File: src/rtl/fpu_ctrl_pkg.sv
// fpu_ctrl_pkg: shared FSM state encoding and default NORM timeout for the FP add sequencer
package fpu_ctrl_pkg;
  localparam int NORM_MAX_DEF = 56;
  typedef enum logic [2:0] {IDLE, ALIGN, ADD, NORM, ROUND, DONE} state_t;
endpackage

File: src/rtl/rr_arbiter.sv
// rr_arbiter: combinational round-robin pick of the first set req bit at or after ptr
//   req         : request vector
//   ptr         : highest-priority index this round
//   grant_valid : any request present
//   grant_idx   : granted index
module rr_arbiter #(
  parameter int NUM_REQ = 2,
  localparam int IW = NUM_REQ > 1 ? $clog2(NUM_REQ) : 1
) (
  input  logic [NUM_REQ-1:0] req,
  input  logic [IW-1:0]      ptr,
  output logic               grant_valid,
  output logic [IW-1:0]      grant_idx
);
  always_comb begin
    grant_valid = 1'b0;
    grant_idx = '0;
    // Walk from farthest to nearest so the nearest requester to ptr wins last.
    for (int i = NUM_REQ - 1; i >= 0; i--) begin
      if (req[(int'(ptr) + i) % NUM_REQ]) begin
        grant_valid = 1'b1;
        grant_idx = IW'((int'(ptr) + i) % NUM_REQ);
      end
    end
  end
endmodule

File: src/rtl/fp_add_sequencer.sv
// fp_add_sequencer: arbitrates requesters onto one FP adder datapath and sequences its stages
//   clk, rst_n                 : clock, synchronous active-low reset
//   req_valid/req_sub/req_ready: per-requester request, subtract flag, one-hot accept
//   op_sel, ld_operands        : operand mux select and load strobe
//   en_align..en_round, dp_sub : datapath stage enables and registered subtract flag
//   dp_special, norm_done      : special-value bypass and normalizer finished
//   rsp_valid/rsp_id/rsp_ready : result handshake and owner
//   busy, err, done_count      : not idle, sticky NORM timeout, completed operations
module fp_add_sequencer
  import fpu_ctrl_pkg::*;
#(
  parameter int NUM_REQ = 2,
  parameter int NORM_MAX = NORM_MAX_DEF,
  localparam int IW = NUM_REQ > 1 ? $clog2(NUM_REQ) : 1,
  localparam int CW = $clog2(NORM_MAX + 1)
) (
  input  logic               clk,
  input  logic               rst_n,
  input  logic [NUM_REQ-1:0] req_valid,
  input  logic [NUM_REQ-1:0] req_sub,
  output logic [NUM_REQ-1:0] req_ready,
  output logic [IW-1:0]      op_sel,
  output logic               ld_operands,
  output logic               en_align,
  output logic               en_add,
  output logic               en_norm,
  output logic               en_round,
  output logic               dp_sub,
  input  logic               dp_special,
  input  logic               norm_done,
  output logic               rsp_valid,
  output logic [IW-1:0]      rsp_id,
  input  logic               rsp_ready,
  output logic               busy,
  output logic               err,
  output logic [15:0]        done_count
);
  state_t state, state_nx;
  logic [IW-1:0] rr_ptr, grant_idx;
  logic [CW-1:0] norm_cnt;
  logic grant_valid, grant, norm_to;

  rr_arbiter #(.NUM_REQ(NUM_REQ)) u_arb (
    .req(req_valid),
    .ptr(rr_ptr),
    .grant_valid(grant_valid),
    .grant_idx(grant_idx)
  );

  always_comb begin
    // Gate with rst_n so no accept is ever signalled while reset is held.
    grant = rst_n && state == IDLE && grant_valid;
    norm_to = norm_cnt == CW'(NORM_MAX - 1);
    req_ready = grant ? NUM_REQ'(1) << grant_idx : '0;
    ld_operands = grant;
    op_sel = state == IDLE ? grant_idx : rsp_id;
    en_align = state == ALIGN;
    en_add = state == ADD;
    en_norm = state == NORM;
    en_round = state == ROUND;
    rsp_valid = state == DONE;
    busy = state != IDLE;
    state_nx = state;
    case (state)
      IDLE:  state_nx = grant ? ALIGN : IDLE;
      ALIGN: state_nx = dp_special ? DONE : ADD;
      ADD:   state_nx = NORM;
      NORM:  state_nx = norm_done || norm_to ? ROUND : NORM;
      ROUND: state_nx = DONE;
      DONE:  state_nx = rsp_ready ? IDLE : DONE;
      default: state_nx = IDLE;
    endcase
  end

  always_ff @(posedge clk) begin
    if (!rst_n) begin
      state <= IDLE;
      rr_ptr <= '0;
      err <= 1'b0;
      done_count <= '0;
      norm_cnt <= '0;
      dp_sub <= 1'b0;
      rsp_id <= '0;
    end else begin
      state <= state_nx;
      if (grant) begin
        dp_sub <= req_sub[grant_idx];
        rsp_id <= grant_idx;
        rr_ptr <= IW'((int'(grant_idx) + 1) % NUM_REQ);
      end
      norm_cnt <= state == NORM && state_nx == NORM ? norm_cnt + 1'b1 : '0;
      if (state == NORM && !norm_done && norm_to) err <= 1'b1;
      if (state == DONE && rsp_ready) done_count <= done_count + 1'b1;
    end
  end
endmodule

File: config.mk
export PLATFORM = sky130hd
export DESIGN_NAME = fp_add_sequencer
export DESIGN_NICKNAME = d
export VERILOG_FILES = /design/src/rtl/fpu_ctrl_pkg.sv /design/src/rtl/rr_arbiter.sv /design/src/rtl/fp_add_sequencer.sv
export SDC_FILE = /design/constraint.sdc
export NUM_CORES = 1
export LEC_CHECK = 0
export BUFFER_PORTS_ARGS = -buffer_cell sky130_fd_sc_hd__buf_4
export CAP_MARGIN = 20
export CORE_MARGIN = 1
export CORE_UTILIZATION = 51
export DETAILED_ROUTE_END_ITERATION = 8
export PLACE_DENSITY = 0.78
export SKIP_LAST_GASP = 1
export SLEW_MARGIN = 20
export SYNTH_ARGS = -nofsm -noshare
export SYNTH_HDL_FRONTEND = slang
export SYNTH_SLANG_ARGS = --single-unit
File: constraint.sdc
create_clock -name clk -period 2 [get_ports clk]
set_clock_uncertainty 0.05 [all_clocks]
set_input_delay 0.1 -clock clk [delete_from_list [all_inputs] [get_ports clk]]
set_output_delay 0.1 -clock clk [all_outputs]
set_load 0.005 [all_outputs]
==> summary.txt <==
# IOs: 38
Max rail drop VDD: 0.638 mV
Die H: 54.6 µm
Hold endpoint: err
CTS tree: built
Syn avg cell area: 9.05 µm²
HP Class: in -> reg
CORE AREA: 2540 µm²
First-pass GRT wire length: 4800 µm
Leakage: 0.000751 µW
Ant diodes: 0
Min Hold Slack: 0.0414 ns
Congestion Overflow GR: 0
Initial Utilization: 0.555
Number of synthesized flops with an enable pin: 0
Detail Placement HPWL: 2090 µm
Drt pass-1 iters: 4
Hold depth: 3
Worst path max stage delay: 0.53 ns
CP bufs+invs: 3
Synth async-reset ratio: 0
Worst endpoint required time: 1.85 ns
Commonest non-fill, non-tap cell in the layout: buf_4
Worst slew margin: 0.673
# H-tree levels: 2
Initial DRC Count: 14
Synth Flop Type: dfxtp_1
Layout fillers: 201
Most frequent cells in the layout: buf_4, dfxtp_1, nor2_1, nand2_1
Vias: 1248
Outcome: complete, no violations
Site Rows: 18
Setup crit end kind: primary output
Total power draw: 1250 µW
Setup_tns: 0 ns
Area grow syn2layout: 28.6%
Slowest CP cell: dlygate4sd3_1
Flop and latch count out of synthesis: 29
Post-Syn Nets: 167
Hold Crit Start: norm_done
Crit path max-delay family: buffers and inverters
Worst-margin pin slew: 0.487 ns
Multi-input logic area: 776 µm²
Mapped Cells: 156
Root buf cell: clkbuf_4
Largest net degree at the start of global routing: 18
Final period util: 0.914
Final core utilization: 0.713
Vias per cell: 5.40
DRC viols: 0
Seq/Total Area, Yosys: 0.411
Final GP Congestion: 0.733
Netlist cell types: 42
CP Max Fanout: 9
Max cap viols: 0
Antenna-violating nets left: 0
GRT Total Usage: 0.235
Wirelength per Cell: 12.6 µm
WS Path Type: in -> out
Clk sink count: 29
Post-Syn Area: 1410 µm²
Reg2reg start: state[2]
Peak Freq: 0.547 GHz
Final Hold Fails: 0
Reg2reg path depth: 4
Crit path top cell by count: buf_4
CP arrival: 1.68 ns
Final Max Tran Viols: 0
RSZ-0062 raised after global routing: false
Register area: 581 µm²
Crit path cell chain: dlygate4sd3_1 -> buf_4 -> nor2b_1 -> nor4b_4 -> and2_1 -> buf_4
Synthesis Warnings: 0
R2R Setup Slk: 0.20 ns
Final instance area: 1820 µm²
Die Area: 2980 µm²
Final setup fails: 0
Chip width: 54.6 µm
Number of global-route vias before repair: 1082
Routed WL: 2910 µm
PortBufs: 37
Clock Path Buffers: 2
Antenna violations before repair: 0
DP Area: 1720 µm²
Layout cells sized above 1: 0.284
Nets: 211
Pwr dens: 690 nW/µm²
Num CTS Buffers: 5
Skew-Pair Late Insertion Delay: 0.33 ns
Min Tclk post-route: 1.83 ns
Clock-pin slew on the worst setup and hold paths: 0.09 ns
Setup crit start kind: primary input
FF-to-FF End: done_count[14]
[repair_timing]
| action | CTS | global route |
|---|---|---|
| hold buffers | 1 | 0 |
| endpoints found under the setup margin | 0 | 1 |
| hold endpoints to repair | 2 | 0 |
| gates resized for setup | 0 | 0 |
| buffers inserted | 0 | 2 |
[through the flow]
stage | worst slack (ns) | instances
2_1_floorplan | 0.475 | 156
3_3_place_gp | 0.285 | 220
3_5_place_dp | 0.230 | 220
4_1_cts | 0.0761 | 229
5_1_grt | 0.0848 | 231
6_report | 0.171 | 231
[cells in the mapped netlist, types with 3 or more instances]
master,number,area [µm²]
dfxtp_1,29,581
xnor2_1,8,70.1
nand2_1,12,45.0
nor2b_1,4,25.0
clkbuf_1,3,11.3
nor3b_1,3,22.5
o21ai_0,3,15.0
or4_1,3,22.5
nor3_1,3,15.0
o31ai_1,3,22.5
xor2_1,5,43.8
nor4_1,3,18.8
inv_1,6,22.5
o21a_1,3,22.5
nor2_1,19,71.3
a21oi_1,8,40.0
nand3_1,7,35.0
[per-layer routing]
layer  global-route usage  wire length, µm
met2                0.369             1320
met3               0.0833              153
met5                    0                0
met4                0.103               53
met1                0.284             1380
[tightest hold or removal path, cell delays in order]
cell      delay, ns
buf_4          0.08
nand4b_1       0.12
a21oi_1        0.07
[worst max-delay path by stage]
stage,from,endpoint,slack (ns),cells after the start
3_5_place_dp,state[2],done_count[14],0.23,4
3_3_place_gp,state[2],done_count[14],0.29,4
2_1_floorplan,done_count[6],done_count[15],0.47,4
6_report,rst_n,req_ready[1],0.17,6
4_1_cts,rst_n,req_ready[1],0.08,6
5_1_grt,state[2],done_count[14],0.08,4
[sequential cells by signal, summed over array words and instances (netlist names)]
name        cells
rsp_id          1
err             1
state           3
rr_ptr          1
norm_cnt        6
dp_sub          1
done_count     16
[power by group]
part	internal [µW]	switching (µW)	leakage [µW]
sequential	598	20.4	0.000235
combinational	128	99.4	0.000475
clock	203	203	0.0000413
total	929	323	0.000751
[layout make-up]
type | instances | share of cell area
timing repair buffer | 43 | 0.179
clock inverter | 1 | 0.00276
multi-input combinational | 114 | 0.427
sequential | 29 | 0.320
inverter | 7 | 0.0145
tap | 30 | 0.0207
clock buffer | 7 | 0.0358
[cells by family after synthesis]
kind of cell	Yosys count	share of synthesized area
simple gates	71	0.308
flops	29	0.411
compound gates	25	0.121
xor+xnor	13	0.0807
buf+inv	13	0.0390
mux	3	0.0222
fa+ha+maj	2	0.0177
No activity file was read; power rests on OpenSTA's default activity.
